## config.mk

```make
export PLATFORM = sky130hd
export DESIGN_NAME = axi_hp_wr_arbiter
export DESIGN_NICKNAME = d
export VERILOG_FILES = /design/src/rtl/axi_hp_wr_arbiter.sv
export SDC_FILE = /design/constraint.sdc
export NUM_CORES = 1
export LEC_CHECK = 0
export ABC_AREA = 1
export CAP_MARGIN = 40
export CORE_AREA = 5 5 272 274
export CTS_BUF_LIST = sky130_fd_sc_hd__clkbuf_4
export DETAILED_ROUTE_END_ITERATION = 8
export DIE_AREA = 0 0 277 279
export REMOVE_ABC_BUFFERS = 1
export SLEW_MARGIN = 20
export SYNTH_ARGS = -nofsm -noshare
export SYNTH_HDL_FRONTEND = slang
export SYNTH_SLANG_ARGS = --single-unit
```

## constraint.sdc

```tcl
create_clock -name aclk -period 3.6 [get_ports aclk]
set_input_delay 1.08 -clock aclk [delete_from_list [all_inputs] [get_ports aclk]]
set_output_delay 1.08 -clock aclk [all_outputs]
set_load 0.05 [all_outputs]
```

## src/rtl/axi_hp_wr_arbiter.sv

```systemverilog
// Round-robin arbiter sharing one AXI HP write port among NUM_REQ masters, one burst in flight.
// Define HP_ARB_STATS_EN to build the per-requester grant counters on stat_grant_cnt.
module axi_hp_wr_arbiter #(
  parameter int NUM_REQ = 4,
  parameter int ADDR_W  = 32,
  parameter int DATA_W  = 64,
  parameter int LEN_W   = 4,
  parameter int ID_W    = 3,
  localparam int STRB_W = DATA_W / 8
) (
  input  logic                       aclk,
  input  logic                       aresetn,
  input  logic [NUM_REQ*ADDR_W-1:0]  s_awaddr,
  input  logic [NUM_REQ*LEN_W-1:0]   s_awlen,
  input  logic [NUM_REQ-1:0]         s_awvalid,
  output logic [NUM_REQ-1:0]         s_awready,
  input  logic [NUM_REQ*DATA_W-1:0]  s_wdata,
  input  logic [NUM_REQ*STRB_W-1:0]  s_wstrb,
  input  logic [NUM_REQ-1:0]         s_wlast,
  input  logic [NUM_REQ-1:0]         s_wvalid,
  output logic [NUM_REQ-1:0]         s_wready,
  output logic [1:0]                 s_bresp,
  output logic [NUM_REQ-1:0]         s_bvalid,
  input  logic [NUM_REQ-1:0]         s_bready,
  output logic [ADDR_W-1:0]          m_awaddr,
  output logic [LEN_W-1:0]           m_awlen,
  output logic [ID_W-1:0]            m_awid,
  output logic                       m_awvalid,
  input  logic                       m_awready,
  output logic [DATA_W-1:0]          m_wdata,
  output logic [STRB_W-1:0]          m_wstrb,
  output logic                       m_wlast,
  output logic                       m_wvalid,
  input  logic                       m_wready,
  input  logic [1:0]                 m_bresp,
  input  logic                       m_bvalid,
  output logic                       m_bready,
  output logic                       err_wlast,
  output logic [NUM_REQ*32-1:0]      stat_grant_cnt
);

  localparam int PTR_W = $clog2(NUM_REQ);

  typedef enum logic [1:0] {S_IDLE, S_AW, S_W, S_B} state_e;

  state_e             state_q, state_d;
  logic [PTR_W-1:0]   rr_q, rr_d, gnt_q, gnt_d, win;
  logic               win_vld;
  logic [ADDR_W-1:0]  awaddr_q, awaddr_d;
  logic [LEN_W-1:0]   awlen_q, awlen_d, beat_q, beat_d;
  logic               err_q, err_d;

  logic [ADDR_W-1:0]  awaddr_a [NUM_REQ];
  logic [LEN_W-1:0]   awlen_a  [NUM_REQ];
  logic [DATA_W-1:0]  wdata_a  [NUM_REQ];
  logic [STRB_W-1:0]  wstrb_a  [NUM_REQ];

  always_comb begin
    for (int unsigned i = 0; i < NUM_REQ; i++) begin
      awaddr_a[i] = s_awaddr[i*ADDR_W +: ADDR_W];
      awlen_a[i]  = s_awlen[i*LEN_W +: LEN_W];
      wdata_a[i]  = s_wdata[i*DATA_W +: DATA_W];
      wstrb_a[i]  = s_wstrb[i*STRB_W +: STRB_W];
    end
  end

  // Rotating priority: scan starts just after the last requester served.
  always_comb begin
    int unsigned      idx;
    logic [PTR_W-1:0] widx;
    win     = '0;
    win_vld = 1'b0;
    for (int unsigned k = 1; k <= NUM_REQ; k++) begin
      idx  = (32'(rr_q) + k) % NUM_REQ;
      widx = PTR_W'(idx);
      if (!win_vld && s_awvalid[widx]) begin
        win_vld = 1'b1;
        win     = widx;
      end
    end
  end

  always_comb begin
    state_d   = state_q;
    rr_d      = rr_q;
    gnt_d     = gnt_q;
    awaddr_d  = awaddr_q;
    awlen_d   = awlen_q;
    beat_d    = beat_q;
    err_d     = err_q;
    s_awready = '0;
    s_wready  = '0;
    s_bvalid  = '0;
    s_bresp   = m_bresp;
    m_awvalid = 1'b0;
    m_wvalid  = 1'b0;
    m_wlast   = 1'b0;
    m_bready  = 1'b0;
    m_wdata   = wdata_a[gnt_q];
    m_wstrb   = wstrb_a[gnt_q];
    case (state_q)
      S_IDLE: begin
        if (win_vld && aresetn) begin
          s_awready[win] = 1'b1;
          awaddr_d       = awaddr_a[win];
          awlen_d        = awlen_a[win];
          gnt_d          = win;
          beat_d         = '0;
          state_d        = S_AW;
        end
      end
      S_AW: begin
        m_awvalid = 1'b1;
        if (m_awready) state_d = S_W;
      end
      S_W: begin
        m_wvalid         = s_wvalid[gnt_q];
        m_wlast          = (beat_q == awlen_q);
        s_wready[gnt_q]  = m_wready;
        if (m_wvalid && m_wready) begin
          // Beat count, not the requester's s_wlast, decides where the burst ends.
          if (s_wlast[gnt_q] != m_wlast) err_d = 1'b1;
          if (m_wlast) state_d = S_B;
          else         beat_d  = beat_q + 1'b1;
        end
      end
      S_B: begin
        m_bready         = s_bready[gnt_q];
        s_bvalid[gnt_q]  = m_bvalid;
        if (m_bvalid && m_bready) begin
          rr_d    = gnt_q;
          state_d = S_IDLE;
        end
      end
      default: state_d = S_IDLE;
    endcase
  end

  always_ff @(posedge aclk) begin
    if (!aresetn) begin
      state_q  <= S_IDLE;
      rr_q     <= PTR_W'(NUM_REQ - 1);
      gnt_q    <= '0;
      awaddr_q <= '0;
      awlen_q  <= '0;
      beat_q   <= '0;
      err_q    <= 1'b0;
    end else begin
      state_q  <= state_d;
      rr_q     <= rr_d;
      gnt_q    <= gnt_d;
      awaddr_q <= awaddr_d;
      awlen_q  <= awlen_d;
      beat_q   <= beat_d;
      err_q    <= err_d;
    end
  end

  assign m_awaddr  = awaddr_q;
  assign m_awlen   = awlen_q;
  assign m_awid    = ID_W'(gnt_q);
  assign err_wlast = err_q;

`ifdef HP_ARB_STATS_EN
  logic [31:0] cnt_q [NUM_REQ];

  always_ff @(posedge aclk) begin
    if (!aresetn) begin
      for (int unsigned i = 0; i < NUM_REQ; i++) cnt_q[i] <= '0;
    end else if (state_q == S_IDLE && win_vld) begin
      cnt_q[win] <= cnt_q[win] + 32'd1;
    end
  end

  always_comb begin
    for (int unsigned i = 0; i < NUM_REQ; i++) stat_grant_cnt[i*32 +: 32] = cnt_q[i];
  end
`else
  assign stat_grant_cnt = '0;
`endif

endmodule

```

### Word-level counts from Yosys, hierarchy flattened

Index checks and enable logic that the tools add are counted.

* bits in registers: 47
* input bits: 455
* output and inout bits: 258
* word-level logic and storage cells: 111

* add/sub/neg operators: 5
* order comparisons: 10
* equal/unequal tests: 11
* multiplexer cells: 56
* bitwise operators: 4
* reduce and logical (&&, ||, !) cells: 18

Operators with widths (number)
* $bmux W64 S2: 1
* $mux W64: 2
* $bmux W32 S2: 1
* $mux W32: 2
* $mux W4: 9
* $lt A2 B3 Y1 const B: 6
* $mux W2: 9
* $mux W1: 17
* $bmux W8 S2: 1
* $mux W8: 2
* $bmux W1 S2: 7
* $ne A2 B2 Y1 const B: 6
* $and A4 B4 Y4: 2
* $bmux W4 S2: 1
* $logic_and A1 B1 Y1: 8
* $pmux W2 S4: 1
* $pmux W4 S2: 1
* $ge A3 B3 Y1 const B: 2
* $not A2 Y3: 2
* $reduce_and A5 Y1: 1
* $add A2 B1 Y2 const B: 2
* $add A2 B2 Y2 const B: 2
* $add A4 B1 Y4 const B: 1
* $demux W1 S2: 2
* other kinds (11): 16

### Depth between registers and ports, before layout

* word-level depth: 19
* depth in mapped cells: 16
* depth with buffers taken out: 14

### Least setup slack after synthesis

OpenSTA, ideal clock, no wires.

* kind: input to output
* from: input s_awvalid[2]
* to: output s_awready[0]
* arrival: 2.703 ns
* required time: 2.520 ns
* slack: -0.183 ns
* cell stages on the path: 11
* buffers on the path: 1
* path through: inv_1 > nand2_1 > nand2_1 > nor2_1 > nor2_1 > nand3_4 > nand3_4 > nor2_4 > buf_4 > inv_1 > nor2_1

* cells in the longest elaborated chain, start to end: 18
* elaborated cells between the ends (all ways): 30
* classes of those cells: 2 x order compare; 20 x mux; 8 x reduce/logical

RTL lines
* from (decl): line 15 `input logic [NUM_REQ-1:0] s_awvalid,`
* $bmux W1 S2: line 76 `if (!win_vld && s_awvalid[widx]) begin`
* $mux W1 (implied by the code): line 76
* $mux W1: line 76
* $logic_not A1 Y1: line 76
* $logic_and A1 B1 Y1: line 76
* $mux W1: line 76
* $logic_not A1 Y1: line 76
* $logic_and A1 B1 Y1: line 76
* (+2 left out)
* $logic_and A1 B1 Y1: line 76
* $mux W2: line 76
* $lt A2 B3 Y1 (implied by the code) or $ge A2 B1 Y1 (tied branches): line 104 `s_awready[win] = 1'b1;`
* $logic_and A1 B1 Y1 (implied by the code): line 104
* $mux W1 (implied by the code): line 104
* $demux W1 S2: line 104
* $mux W4 (*): line 103 `if (win_vld && aresetn) begin`
* $mux W4 (*): line 101 `case (state_q)`
* to (decl): line 16 `output logic [NUM_REQ-1:0] s_awready,`

Every way passes the cells marked *; elsewhere a longest branch is shown, timed or not. The select of a mux whose other input is x is not followed.

### Worst setup path in the final report

* from: input s_awvalid[3]
* to: output s_awready[2]

The elaborated chain is that of the path after synthesis.

==> out/qor.csv <==
metric;value;unit
run status;complete, no violations;
RSZ-0062 raised after global routing;true;
Clock Tree Buf Depth;2;
Mapped Cells;1030;
Setup Skew;15.4;ps
post-synthesis register bit count;47;
via count;9093;
crit path kind;in -> out;
die area;0.0773;mm^2
fillers;8066;
Max H-tree Level;2;
crit-path max FO;4;
most frequent cells in the layout;clkdlybuf4s50_1 (486), nand2_1 (304), nand3_1 (151);
CP required;2520;ps
initial antenna violation count;39;
Placed Cells;2529;
worst-margin pin slew;682;ps
Seq/Total Area, Yosys;0.150;
most common cell after layout, fill and taps aside;clkdlybuf4s50_1;
P per Cell Area;608;mW/mm^2
pin count of the biggest net entering global routing;52;
Synth Area in Adders;0.00995;
global route total overflow;0;
post-synth cell types;32;
Worst Hold Class;reg -> reg;
P&R area growth vs syn;121;%
final WL;51.8;mm
WHS;483;ps
Synth top area share;0.184;
post-place setup slack;-309;ps
Placer Congestion;0.919;
CTS clk-pin slew, worst paths;180;ps
synthesized area;0.00629;mm^2
Detailed Route Iter0 Violations;401;
Port Buf Inserts;579;
total track usage;0.124;
Wirelength per Cell;20.3;um
global-route wire length before repair;69.5;mm
type of origin of the critical path;input port;
Avg Cell Area, Syn;6.11;um^2
Pre-antenna DRT Iters;5;
CTS Root Cell;clkbuf_4;
Die H;279;um
post-layout util;0.195;
CP endpoint kind;primary output;
CTS tree;done;
Layout Cells excl Fill;2548;
Area after DPL;0.0137;mm^2
Peak Freq;286;MHz
fraction of synthesized area in multiplexers;0;
Max transition margin;0.544;
Synth Warn #;0;
CTS Hold Buffers Added;0;
number of global-route vias before repair;9017;
crit path time final;3500;ps
Max Slew Vio Count;0;
IO Pins;713;
Fin. Hold Viols;0;
Die Wd;277;um
Leak;5.72;nW
drt drc;0;
post-synthesis compound-gate area fraction;0.155;
CTS Buf Count;5;
Final nets;2049;
layout cells sized above 1;0.131;
drt via density;3.57;
worst skew pair latency;420;ps
main combinational cell family by area after synthesis;simple AND/OR/NAND/NOR gates;
final setup fails;0;
Detail Route Antenna Nets;0;
area of the multi-input gates;0.00444;mm^2
FF+latch area;945;um^2
hpwl dp;45.0;mm
xor/xnor share of the synthesized area;0.00975;
Num Clock Sinks;47;
max_cap viols;0;
Core Footprint;0.0711;mm^2
period utilization;0.971;
post-synthesis simple-gate area fraction;0.440;
Rows;98;
Finished Cell Area;0.0139;mm^2
Worst VDD drop;0.000379;V
biggest area consumer among synthesized cells;nand2_1;
initial core utilization;0.0884;
Final WS setup;105;ps
Worst Path Arrival;2420;ps
top area cells in the synthesized netlist;nand2_1 (18%), buf_4 (16%), dfxtp_1 (15%), a22oi_1 (14%), nand3_1 (12%);
## worst max-delay path: stages
cell and delay, ps:
dlygate4sd2_1 240, inv_1 70, nand2_2 60, nand3_2 100, nand2_2 80, nor3_2 170
nand2_1 100, nand2_4 140, nand2_4 100, nor2_4 130, buf_12 140
## report_power, final
| group | switching, mW | total [mW] | internal (mW) |
|---|---|---|---|
| registers | 0.169 | 0.896 | 0.727 |
| clock network | 0.239 | 0.385 | 0.146 |
| logic | 4.37 | 7.16 | 2.79 |
| total | 4.78 | 8.44 | 3.67 |
## Yosys cell counts
| cell type | count |
|---|---|
| a211oi_1 | 1 |
| a21oi_1 | 7 |
| a22oi_1 | 118 |
| a31oi_1 | 1 |
| buf_1 | 3 |
| buf_2 | 28 |
| buf_4 | 134 |
| buf_6 | 5 |
| buf_8 | 1 |
| clkbuf_1 | 36 |
| conb_1 | 1 |
| dfxtp_1 | 47 |
| ha_1 | 5 |
| inv_1 | 23 |
| inv_2 | 4 |
| inv_6 | 2 |
| nand2_1 | 309 |
| nand2_2 | 9 |
| nand2_4 | 4 |
| nand3_1 | 152 |
| nand3_2 | 12 |
| nand3_4 | 4 |
| nand4_1 | 46 |
| nor2_1 | 61 |
| nor2_4 | 2 |
| nor3_1 | 1 |
| nor3_2 | 1 |
| o211ai_1 | 2 |
| o21a_1 | 1 |
| o21ai_0 | 3 |
| xnor2_1 | 6 |
| xor2_1 | 1 |
## sequential cells by signal, indices dropped and copies added, names as in the netlist
signal and count:
m_awlen 4, m_awaddr 32, state_q 2, err_wlast 1, rr_q 2, gnt_q 2
beat_q 4
## worst paths after layout
kind | slack (ps) | from | cells past startpoint | to
worst min-delay path | 480 | m_awaddr[11] | 2 | m_awaddr[11]
worst min register to register | 480 | m_awaddr[11] | 2 | m_awaddr[11]
worst max-delay path | 100 | s_awvalid[3] | 11 | s_awready[2]
worst max register to register | 950 | rr_q[0] | 17 | m_awaddr[10]
## through the flow
| stage | power [mW] | setup TNS, ps |
|---|---|---|
| 2_1_floorplan | 4.54 | -113740 |
| 3_3_place_gp | 8.12 | -3710 |
| 3_5_place_dp | 8.14 | -1130 |
| 4_1_cts | 8.60 | 0 |
| 5_1_grt | 8.95 | -7.35 |
| 6_report | 8.44 | 0 |
## what timing repair did
action / 4_1_cts / 5_1_grt
gates resized for setup: 27 / 2
endpoints found under the setup margin: 29 / 5
setup buffers: 3 / 0
pin swaps: 13 / 1
hold endpoints to repair: 0 / 0
## final cells by class
| type | count | share of cell area |
|---|---|---|
| inverter | 29 | 0.00864 |
| clock inverter | 3 | 0.00315 |
| antenna | 8 | 0.00144 |
| multi-input combinational | 875 | 0.319 |
| sequential | 47 | 0.0680 |
| clock buffer | 5 | 0.00270 |
| timing repair buffer | 631 | 0.511 |
| tap | 950 | 0.0855 |
## layer usage
metal  share of wire  up-vias  routed length [um]  GRT usage
met1            0.37     4136               19200      0.135
met4           0.030       12                1560     0.0330
li1                -     4382                   -          -
met3           0.097       87                5030     0.0499
met5          0.0015        -                  77          0
met2            0.50      476               26000      0.223
## cell families (layout without fill, tap and decap cells)
logic type                 after synthesis  after routing
and+or+nand+nor                        601            601
xor gates and xnor gates                 7              7
DFF                                     47             47
AOI/OAI and AO/OA                      133            133
other                                    1            137
buffers and inverters                  236            668
adders and majority gates                5              5
No activity file was read; power rests on OpenSTA's default activity.
